$ cat src/rtl/call_registry.sv
// Elevator call registry: synchronises and debounces every cabin/hall button, latches each
// press until serviced, and keeps registered above/below/here/count summaries of pending calls.
module call_registry #(
  parameter int N_FLOORS        = 8,
  parameter int DEBOUNCE_CYCLES = 4,
  parameter int FLOOR_W         = $clog2(N_FLOORS),
  parameter int CNT_W           = $clog2(3*N_FLOORS-1)
) (
  input  logic                clk,
  input  logic                an_reset,
  input  logic [N_FLOORS-1:0] btn_in,
  input  logic [N_FLOORS-2:0] btn_up_out,
  input  logic [N_FLOORS-1:1] btn_down_out,
  input  logic [N_FLOORS-1:0] inactivate_in_levels,
  input  logic [N_FLOORS-2:0] inactivate_out_up_levels,
  input  logic [N_FLOORS-1:1] inactivate_out_down_levels,
  input  logic [FLOOR_W-1:0]  current_floor,
  output logic [N_FLOORS-1:0] active_in_levels,
  output logic [N_FLOORS-2:0] active_out_up_levels,
  output logic [N_FLOORS-1:1] active_out_down_levels,
  output logic                req_above,
  output logic                req_below,
  output logic                req_here,
  output logic [CNT_W-1:0]    pending_count
);

  localparam int N_CH  = 3*N_FLOORS - 2;
  localparam int UP_LO = N_FLOORS;
  localparam int DN_LO = 2*N_FLOORS - 1;
  localparam int DCW   = (DEBOUNCE_CYCLES > 1) ? $clog2(DEBOUNCE_CYCLES) : 1;
  localparam logic [DCW-1:0] CNT_LAST = DCW'(DEBOUNCE_CYCLES - 1);

  logic [N_CH-1:0]     raw;
  logic [N_CH-1:0]     clr;
  logic [N_CH-1:0]     sync_p0;
  logic [N_CH-1:0]     sync_p1;
  logic [N_CH-1:0]     deb_p2;
  logic [DCW-1:0]      cnt_p2 [N_CH];
  logic [N_CH-1:0]     rise;
  logic [N_CH-1:0]     act_p3;
  logic [N_CH-1:0]     act_nxt;
  logic [N_FLOORS-1:0] floor_any;
  logic                above_nxt;
  logic                below_nxt;
  logic                here_nxt;
  logic [CNT_W-1:0]    count_nxt;

  function automatic logic [CNT_W-1:0] count_ones(input logic [N_CH-1:0] v);
    logic [CNT_W-1:0] n;
    n = '0;
    for (int i = 0; i < N_CH; i++) n = n + CNT_W'(v[i]);
    return n;
  endfunction

  // Channel layout: cabin [N-1:0], hall up [2N-2:N], hall down [3N-3:2N-1]
  assign raw = {btn_down_out, btn_up_out, btn_in};
  assign clr = {inactivate_out_down_levels, inactivate_out_up_levels, inactivate_in_levels};

  // Stage p0/p1: two-flop synchroniser
  always_ff @(posedge clk or negedge an_reset) begin
    if (!an_reset) begin
      sync_p0 <= '0;
      sync_p1 <= '0;
    end else begin
      sync_p0 <= raw;
      sync_p1 <= sync_p0;
    end
  end

  // Stage p2: debounce; any toggle before acceptance restarts the count
  always_ff @(posedge clk or negedge an_reset) begin
    if (!an_reset) begin
      deb_p2 <= '0;
      for (int i = 0; i < N_CH; i++) cnt_p2[i] <= '0;
    end else begin
      for (int i = 0; i < N_CH; i++) begin
        if (sync_p1[i] == deb_p2[i]) begin
          cnt_p2[i] <= '0;
        end else if (cnt_p2[i] == CNT_LAST) begin
          deb_p2[i] <= sync_p1[i];
          cnt_p2[i] <= '0;
        end else begin
          cnt_p2[i] <= cnt_p2[i] + DCW'(1);
        end
      end
    end
  end

  // A call is set on the edge where deb is about to rise; set beats a same-edge clear.
  always_comb begin
    rise = '0;
    for (int i = 0; i < N_CH; i++)
      rise[i] = (sync_p1[i] != deb_p2[i]) && (cnt_p2[i] == CNT_LAST) && sync_p1[i];
    act_nxt = (act_p3 & ~clr) | rise;
  end

  always_comb begin
    int cf;
    cf        = int'(current_floor);
    floor_any = act_nxt[N_FLOORS-1:0];
    for (int f = 0; f < N_FLOORS-1; f++) begin
      floor_any[f]   = floor_any[f]   | act_nxt[UP_LO+f];
      floor_any[f+1] = floor_any[f+1] | act_nxt[DN_LO+f];
    end
    above_nxt = 1'b0;
    below_nxt = 1'b0;
    here_nxt  = 1'b0;
    // An out-of-range floor sits above every real floor, so only req_below can fire.
    for (int f = 0; f < N_FLOORS; f++) begin
      if (floor_any[f]) begin
        if (f > cf)  above_nxt = 1'b1;
        if (f < cf)  below_nxt = 1'b1;
        if (f == cf) here_nxt  = 1'b1;
      end
    end
    count_nxt = count_ones(act_nxt);
  end

  // Stage p3: latched calls and summaries, aligned in the same cycle
  always_ff @(posedge clk or negedge an_reset) begin
    if (!an_reset) begin
      act_p3        <= '0;
      req_above     <= 1'b0;
      req_below     <= 1'b0;
      req_here      <= 1'b0;
      pending_count <= '0;
    end else begin
      act_p3        <= act_nxt;
      req_above     <= above_nxt;
      req_below     <= below_nxt;
      req_here      <= here_nxt;
      pending_count <= count_nxt;
    end
  end

  assign active_in_levels       = act_p3[N_FLOORS-1:0];
  assign active_out_up_levels   = act_p3[DN_LO-1:UP_LO];
  assign active_out_down_levels = act_p3[N_CH-1:DN_LO];

endmodule

$ cat config.mk
export PLATFORM = sky130hd
export DESIGN_NAME = call_registry
export DESIGN_NICKNAME = d
export VERILOG_FILES = /design/src/rtl/call_registry.sv
export SDC_FILE = /design/constraint.sdc
export NUM_CORES = 1
export LEC_CHECK = 0
export CORE_UTILIZATION = 55
export DETAILED_ROUTE_END_ITERATION = 8
export GPL_TIMING_DRIVEN = 0
export HOLD_SLACK_MARGIN = 0.03
export PLACE_DENSITY = 0.85
export SYNTH_ARGS = -nofsm -noshare
export SYNTH_HDL_FRONTEND = slang
export SYNTH_SLANG_ARGS = --single-unit
$ cat constraint.sdc
create_clock -name clk -period 9.74 [get_ports clk]
set_input_delay 1.948 -clock clk [delete_from_list [all_inputs] [get_ports clk]]
set_output_delay 1.948 -clock clk [all_outputs]
set_load 0.01 [all_outputs]
==> impl_metrics.py, run 1 <==
metrics = {
    "outcome": {
        "status": "finished clean",
    },
    "timing": {
        "max_freq_ghz": 0.1642,
        "period_needed_ns": 6.091,
        "hold_viol_final": 0,
        "rsz0062_at_grt": "no",
        "whs_ns": 0.3476,
        "slew_violations": 0,
        "relSlewSlack_pct": 58.82,
        "fin_tns_setup_ns": 0,
        "fin_crit_sh_pct": 62.53,
        "fin_skew_ns": 0.009515,
        "setup_violations": 0,
        "worst_pin_slew_ns": 0.6178,
        "timing.final.ws_setup_ns": 3.649,
    },
    "power": {
        "p_leak_nw": 3.355,
        "p_per_area_nw_per_um2": 281.2,
        "power.total_mw": 2.015,
        "ir_drop_uv": 163.3,
    },
    "yosys": {
        "seq_area_frac_synth_pct": 62.68,
        "netlist_instances": 431,
        "ys_types": 36,
        "synth_top_area_share_pct": 62.68,
        "synth-warning-count": 0,
        "netlist_area_um2": 5589,
        "synth.area.top_cells": "dfrtp_1 (63%), ha_1 (6.5%), fa_1 (5.4%), inv_1 (4.9%), xnor2_1 (3.6%)",
        "syn_nets": 524,
        "ys_ff_latch": 140,
        "synth_top_area_cell": "dfrtp_1",
        "syn_avg_cell_area_um2": 12.97,
    },
    "routing": {
        "drt-total-wl_mm": 9.847,
        "first_iter_violations": 144,
        "drt-vias-per-instance": 5.047,
        "antenna_left": 0,
        "firstDrtPassIters": 4,
        "drc": 0,
        "num_vias": 3407,
        "wl_per_cell_um": 14.59,
    },
    "floorplanning": {
        "start_util_pct": 56.92,
        "core_um2": 9819,
        "fp.dieW_um": 102.8,
        "die-height_um": 102.8,
        "die_area_um2": 10570,
        "io_pins": 79,
        "row_count": 36,
    },
    "clocking": {
        "numClockSinks": 140,
        "cts_hold_buf": 0,
        "post_cts_resized": 0,
        "cts_tree": "done",
        "cts_root_buffer": "clkbuf_8",
        "cts_buffers": 17,
        "clk_latency_ns": 0.52,
        "clk_transition_reported_paths_ns": 0.06,
        "cts_buffer_depth": 2,
        "post_cts_buffers": 0,
        "htreeDepth": 4,
    },
    "placed_design": {
        "place_ws_ns": 3.124,
        "place_area_um2": 6565,
        "port_buffers": 78,
        "dp_hpwl_mm": 6.966,
        "gpl.final_weighted_congestion": 0.8970,
        "place_inst": 643,
    },
    "cells_and_area": {
        "final_cells": 675,
        "area_growth_pct": 28.21,
        "drive_gt1_share_pct": 9.041,
        "multi_input_area_um2": 1800,
        "fillerInstances": 669,
        "utilization_pct": 72.97,
        "diodes": 0,
        "finish.instance_area_um2": 7166,
        "fin_nets": 622,
        "seqCellArea_um2": 3503,
    },
    "worst_hold_path": {
        "hold_class": "register to register",
    },
    "flow_run": {
        "drv_cap": 0,
    },
    "critical_path": {
        "criticalPathCategory": "input pin to register",
        "cp-start-kind": "input pin",
        "worst_ep_arrival_time_ns": 6.50,
        "end_kind": "register",
        "path_max_fanout": 3,
        "crit_required_ns": 10.15,
    },
    "grt": {
        "grt_antenna_before_repair": 0,
        "grt_usage_pct": 21.02,
        "grt_overflow": 0,
        "grt_pass1_vias": 3588,
        "grt_pass1_wl_mm": 16.24,
        "grt_max_degree": 74,
    },
}
-- critical path: stages --
cell and delay (ns):
clkdlybuf4s50_1 0.40, o22ai_1 0.34, inv_1 0.13, fa_1 0.49
fa_1 0.52, fa_1 0.55, inv_1 0.05, fa_1 0.50
inv_1 0.05, fa_1 0.53, inv_1 0.04, ha_1 0.20
fa_1 0.41, a21o_1 0.17, a21o_1 0.17
-- layout by cell type, fill, tap and decap left out, types with 2 or more instances in the layout --
cell,synthesis,final
bufinv_16,0,2
a21oi_1,5,5
fa_1,15,15
inv_1,73,73
xnor2_1,23,23
o21ai_0,24,24
nor2_1,4,4
o21ai_1,2,2
clkinvlp_4,0,2
nor2b_1,23,23
nor3_1,25,25
ha_1,29,29
clkbuf_8,0,8
nand3b_1,5,5
nand2_1,17,17
o21ai_2,3,3
clkbuf_1,0,4
clkbuf_16,0,16
dfrtp_1,140,140
nor3_2,2,2
clkdlybuf4s50_1,0,77
o21bai_1,2,2
mux2_2,6,6
o22ai_1,12,12
a21o_1,4,4
-- per-layer routing --
layer	GRT usage, %	up-vias	wire length [um]
met3	5.220	21	424
met2	36.62	80	5113
met5	0	-	0
met4	10.94	0	207
li1	-	1601	-
met1	24.08	1705	4101
-- cell usage after synthesis --
cell       instances
nand2b_1           1
inv_2              1
xnor2_1           23
a32oi_1            1
o22ai_1           12
nor2_1             4
mux2_2             6
o21ai_2            3
buf_4              1
nand2_1           17
a32oi_2            1
a32o_1             1
o22ai_2            1
mux4_2             1
xor2_1             1
a211o_1            1
o21ai_0           24
nand4_1            1
nor3_2             2
nand3b_1           5
a21oi_1            5
nor2_2             1
o22ai_4            1
fa_1              15
ha_1              29
o21bai_1           2
nor3_1            25
or3_4              1
a21o_1             4
nor4_1             1
nor2b_1           23
dfrtp_1          140
inv_1             73
o221ai_1           1
o21ai_1            2
a2bb2oi_1          1
-- report_power, final --
part           total [mW]  internal (mW)  switching [mW]  leakage (nW)
logic               0.549          0.277           0.272          1.31
clock network       0.637          0.413           0.224         0.288
registers           0.829          0.737          0.0918          1.76
-- area by class of cell --
class / instances / area share, %
Sequential cell: 140 / 48.89
Buffer: 1 / 0.1048
Tap cell: 133 / 2.322
Inverter: 74 / 3.876
Timing Repair Buffer: 79 / 11.30
Multi-Input combinational cell: 216 / 25.13
Clock buffer: 28 / 7.334
Clock inverter: 4 / 1.048
-- path summary, 6_finish.rpt --
check / end / depth (start not counted) / slack, ns / start
max: pending_count[4] / 15 / 3.65 / inactivate_in_levels[3]
min: sync_p1[17] / 0 / 0.35 / sync_p0[17]
max reg2reg: pending_count[4] / 16 / 4.89 / cnt_p2[36]
min reg2reg: sync_p1[17] / 0 / 0.35 / sync_p0[17]
max in group asynchronous: cnt_p2[4] / 2 / 7.57 / an_reset
min in group asynchronous: cnt_p2[39] / 1 / 1.40 / an_reset
-- logic make-up (layout without fill, tap and decap cells) --
family	count (synthesis)	count (layout)	share of synthesized area (%)
muxes	7	7	1.612
DFF	140	140	62.68
adders and majority gates	44	44	11.86
buffers and inverters	75	186	5.104
AOI/OAI and AO/OA	60	60	7.074
and+or+nand+nor	81	81	7.903
xor gates and xnor gates	24	24	3.761
-- flip-flops by register name (all words and copies together), names as in the netlist --
name / count
sync_p0: 22
req_here: 1
sync_p1: 22
pending_count: 5
req_above: 1
act_p3: 22
req_below: 1
cnt_p2: 44
deb_p2: 22
Note: power is estimated with default switching activity, not from simulation.
==> run 2, diff against run 1 <==
CORE_UTILIZATION = 54   (was 55)
PLACE_DENSITY = 0.84   (was 0.85)
clock period = 6.1 ns   (was 9.74 ns; I/O delays follow)
==> run 2 against run 1 <==
Against the previous run: highest routed layer unchanged; critical path depth did not move; power is 62% higher; critical path type unchanged; clock power rose by 66%; routed wire length rose by 3.9%; largest cell class unchanged.
==> impl_metrics.py, run 2 (synthesis gave the netlist of run 1 again) <==
metrics = {
    "power": {
        "p_per_area_nw_per_um2": 455.1,
        "power.total_mw": 3.266,
        "p_leak_nw": 3.352,
        "ir_drop_uv": 370.2,
    },
    "routing": {
        "drt-vias-per-instance": 5.059,
        "num_vias": 3415,
        "drt-total-wl_mm": 10.23,
        "drc": 0,
        "antenna_left": 0,
        "wl_per_cell_um": 15.15,
        "first_iter_violations": 250,
        "firstDrtPassIters": 7,
    },
    "timing": {
        "max_freq_ghz": 0.1870,
        "relSlewSlack_pct": 55.92,
        "rsz0062_at_grt": "no",
        "fin_crit_sh_pct": 87.65,
        "slew_violations": 0,
        "fin_tns_setup_ns": 0,
        "fin_skew_ns": 0.009887,
        "whs_ns": 0.3454,
        "setup_violations": 0,
        "period_needed_ns": 5.347,
        "worst_pin_slew_ns": 0.6612,
        "hold_viol_final": 0,
    },
    "clocking": {
        "post_cts_buffers": 0,
        "cts_root_buffer": "clkbuf_8",
        "htreeDepth": 4,
        "clk_latency_ns": 0.52,
        "post_cts_resized": 0,
        "cts_tree": "done",
        "cts_buffers": 17,
        "cts_hold_buf": 0,
        "numClockSinks": 140,
        "cts_buffer_depth": 2,
        "clk_transition_reported_paths_ns": 0.06,
    },
    "critical_path": {
        "timing.rr.end": "pending_count[4]",
        "crit_slowest_cell": "fa_1",
        "path_max_fanout": 3,
        "path_depth": 15,
        "r2r_slack_ns": 1.26,
        "cp-start-kind": "input pin",
        "crit_required_ns": 6.51,
        "r2r-start": "cnt_p2[28]",
        "end_kind": "register",
        "rr_worst_depth": 16,
        "criticalPathCategory": "input pin to register",
        "path_cells": "clkdlybuf4s50_1, o22ai_1, inv_1, fa_1, fa_1, fa_1, inv_1, fa_1, inv_1, fa_1, inv_1, ha_1, fa_1, a21o_1, a21o_1",
        "max_stage_delay_ns": 0.54,
        "cp-startpoint": "inactivate_in_levels[3]",
        "worst_ep_arrival_time_ns": 5.76,
        "critPathTopFamily": "adder cells",
        "worst-path-buf-inv": 5,
        "cpMostUsedCell": "fa_1",
        "crit_end": "pending_count[4]",
    },
    "cells_and_area": {
        "fin_nets": 622,
        "drive_gt1_share_pct": 9.410,
        "layout_common_cells": "dfrtp_1 (140), clkdlybuf4s50_1 (77), inv_1 (73)",
        "largest_reg_flops": 44,
        "regMostFlops": "cnt_p2",
        "area_growth_pct": 28.41,
        "utilization_pct": 72.42,
        "diodes": 0,
        "layout_commonest_cell": "dfrtp_1",
    },
    "placed_design": {
        "gpl.final_weighted_congestion": 0.8751,
        "dp_hpwl_mm": 7.208,
        "port_buffers": 78,
    },
    "worst_hold_path": {
        "hold_class": "register to register",
        "whs_path_depth": 0,
    },
    "floorplanning": {
        "row_count": 36,
        "io_pins": 79,
        "die_area_um2": 10760,
        "start_util_pct": 56.40,
        "core_um2": 9910,
        "die-height_um": 103.7,
        "fp.dieW_um": 103.7,
    },
    "flow_run": {
        "drv_cap": 0,
    },
    "grt": {
        "grt_max_degree": 75,
        "grt_overflow": 0,
        "grt_usage_pct": 21.98,
        "grt_pass1_vias": 3894,
        "globalRouteMet2Util_pct": 38.49,
        "gr-usage-met1_pct": 25.46,
        "grt_use_met3_pct": 7.237,
        "grt_pass1_wl_mm": 18.06,
        "top_usage_layer": "met2",
        "grt_antenna_before_repair": 0,
    },
    "outcome": {
        "status": "finished clean",
    },
}
run 2: metrics by stage:
stage,area (um2),worst slack (ns),cells
2_1_floorplan,5589,0.9061,431
6_report,7177,0.7532,675
3_5_place_dp,6565,0.2019,643
3_3_place_gp,6536,-1.332,642
4_1_cts,7177,0.7328,675
5_1_grt,7177,0.5179,675
run 2: layout make-up:
type / count / area [um2]
multi-input cells: 216 / 1800
flip-flops and latches: 140 / 3503
clock inverters: 13 / 190.2
fillers: 687 / 2733
plain buffers: 1 / 7.507
clock buffers: 19 / 421.7
repair buffers: 79 / 809.5
well taps: 133 / 166.4
inverters: 74 / 277.8
run 2: power by group:
| part | total [mW] | switching, mW | leakage, nW | internal [mW] |
|---|---|---|---|---|
| Combinational | 0.882 | 0.439 | 1.31 | 0.444 |
| Sequential | 1.33 | 0.151 | 1.76 | 1.18 |
| Clock | 1.06 | 0.390 | 0.285 | 0.667 |
| Total | 3.27 | 0.980 | 3.35 | 2.29 |
run 2: worst min-delay path by stage:
| stage | startpoint | to | slack, ns |
|---|---|---|---|
| detailed placement | sync_p0[17] | sync_p1[17] | 0.34 |
| global placement | sync_p0[11] | sync_p1[11] | 0.33 |
| global route | sync_p0[1] | sync_p1[1] | 0.36 |
| floorplan | sync_p0[0] | sync_p1[0] | 0.33 |
| CTS | sync_p0[2] | sync_p1[2] | 0.35 |
| finish | sync_p0[2] | sync_p1[2] | 0.35 |
run 2: per-layer routing:
metal	wire length [um]	part of all wire [%]	vias up
met2	5467	53	96
li1	-	-	1604
met4	132	1.3	0
met5	0	0	-
met3	543	5.3	15
met1	4085	40	1700
==> run 3, diff against run 2 <==
HOLD_SLACK_MARGIN = 0.15   (was 0.03)
SLEW_MARGIN = 20   (was not set)
==> run 3 against run 2 <==
Against the previous run: clock power down 4%; sequential power hardly changed; core utilization is 0.14 points lower; worst hold slack got worse by 0.0026 ns; critical path type unchanged; critical endpoint unchanged; largest cell class unchanged; highest routed layer unchanged.
==> impl_metrics.py, run 3 (synthesis gave the netlist of run 1 again) <==
metrics = {
    "timing": {
        "rsz0062_at_grt": "no",
        "fin_tns_setup_ns": 0,
        "fin_skew_ns": 0.009377,
        "max_freq_ghz": 0.1871,
        "relSlewSlack_pct": 64.19,
        "timing.final.ws_setup_ns": 0.7564,
        "setup_violations": 0,
        "slew_violations": 0,
        "whs_ns": 0.3428,
        "worst_pin_slew_ns": 0.5371,
        "hold_viol_final": 0,
        "fin_crit_sh_pct": 87.60,
        "period_needed_ns": 5.344,
    },
    "placed_design": {
        "gpl.final_weighted_congestion": 0.8751,
        "port_buffers": 78,
        "place_area_um2": 6569,
        "dp_hpwl_mm": 7.220,
        "place_inst": 643,
        "place_ws_ns": 0.2031,
    },
    "clocking": {
        "cts_tree": "done",
        "cts_buffer_depth": 2,
        "post_cts_resized": 0,
        "cts_buffers": 17,
        "cts_hold_buf": 0,
        "clk_transition_reported_paths_ns": 0.06,
        "numClockSinks": 140,
        "post_cts_buffers": 0,
        "htreeDepth": 4,
        "cts_root_buffer": "clkbuf_8",
        "clk_latency_ns": 0.51,
    },
    "cells_and_area": {
        "largest_reg_flops": 44,
        "drive_gt1_share_pct": 9.594,
        "finish.instance_area_um2": 7163,
        "layout_common_cells": "dfrtp_1 (140), clkdlybuf4s50_1 (77), inv_1 (73)",
        "final_cells": 675,
        "layout_commonest_cell": "dfrtp_1",
        "fin_nets": 622,
        "area_growth_pct": 28.16,
        "regMostFlops": "cnt_p2",
        "diodes": 0,
        "utilization_pct": 72.29,
    },
    "critical_path": {
        "worst-path-buf-inv": 5,
        "worst_ep_arrival_time_ns": 5.74,
        "max_stage_delay_ns": 0.55,
        "cpMostUsedCell": "fa_1",
        "path_max_fanout": 4,
        "end_kind": "register",
        "criticalPathCategory": "input pin to register",
        "crit_required_ns": 6.49,
        "critPathTopFamily": "adder cells",
        "path_cells": "clkdlybuf4s50_1, inv_1, a32oi_2, fa_1, fa_1, fa_1, inv_1, fa_1, inv_1, fa_1, inv_1, ha_1, fa_1, a21o_1, a21o_1",
        "cp-start-kind": "input pin",
        "crit_slowest_cell": "fa_1",
    },
    "floorplanning": {
        "die_area_um2": 10760,
        "die-height_um": 103.7,
        "fp.dieW_um": 103.7,
        "core_um2": 9910,
        "io_pins": 79,
        "start_util_pct": 56.40,
        "row_count": 36,
    },
    "routing": {
        "drc": 0,
        "firstDrtPassIters": 4,
        "num_vias": 3470,
        "drt-total-wl_mm": 10.46,
        "wl_per_cell_um": 15.49,
        "first_iter_violations": 207,
        "antenna_left": 0,
        "drt-vias-per-instance": 5.141,
    },
    "grt": {
        "grt_pass1_wl_mm": 18.26,
        "grt_usage_pct": 21.89,
        "grt_max_degree": 75,
        "grt_pass1_vias": 3936,
        "grt_antenna_before_repair": 0,
        "grt_overflow": 0,
    },
    "outcome": {
        "status": "finished clean",
    },
    "worst_hold_path": {
        "hold_class": "register to register",
    },
    "power": {
        "p_per_area_nw_per_um2": 453.3,
        "power.total_mw": 3.247,
        "p_leak_nw": 3.365,
        "ir_drop_uv": 259.7,
    },
    "flow_run": {
        "drv_cap": 0,
    },
}
## run 3: final timing paths
kind | from | end | slack, ns | depth (start not counted)
max | inactivate_in_levels[0] | pending_count[4] | 0.76 | 15
min | sync_p0[2] | sync_p1[2] | 0.34 | 0
max reg2reg | cnt_p2[36] | pending_count[4] | 1.27 | 16
min reg2reg | sync_p0[2] | sync_p1[2] | 0.34 | 0
max in group asynchronous | an_reset | cnt_p2[32] | 4.72 | 2
min in group asynchronous | an_reset | cnt_p2[22] | 0.68 | 1
## run 3: worst register-to-register path, stage by stage, from the launching register on
cell     delay (ns)
dfrtp_1        0.36
ha_1           0.20
nand2_1        0.08
o22ai_1        0.32
inv_1          0.11
fa_1           0.47
fa_1           0.53
fa_1           0.55
inv_1          0.05
fa_1           0.49
inv_1          0.05
fa_1           0.52
inv_1          0.04
ha_1           0.20
fa_1           0.40
a21o_1         0.17
a21o_1         0.16
## run 3: cell type report
class                      instances  area (um2)
buffer                             1       7.507
clock buffer                      19       431.7
clock inverter                    13       162.7
fill                             680        2746
inverter                          74       277.8
multi-input combinational        216        1800
sequential                       140        3503
tap                              133       166.4
timing repair buffer              79       813.3
## run 3: report_power, final
group / total (mW) / switching (mW) / internal (mW)
Clock: 1.02 / 0.385 / 0.636
Combinational: 0.894 / 0.449 / 0.444
Sequential: 1.33 / 0.155 / 1.18
Total: 3.25 / 0.990 / 2.26
## run 3: metal layers
metal | wire length [um] | GRT usage (%) | up-vias | share of wire, %
met4 | 120 | 8.367 | 0 | 1.1
met5 | 0 | 0 | - | 0
met3 | 536 | 5.286 | 15 | 5.1
li1 | - | - | 1603 | -
met2 | 5710 | 39.02 | 106 | 55
met1 | 4089 | 25.61 | 1746 | 39
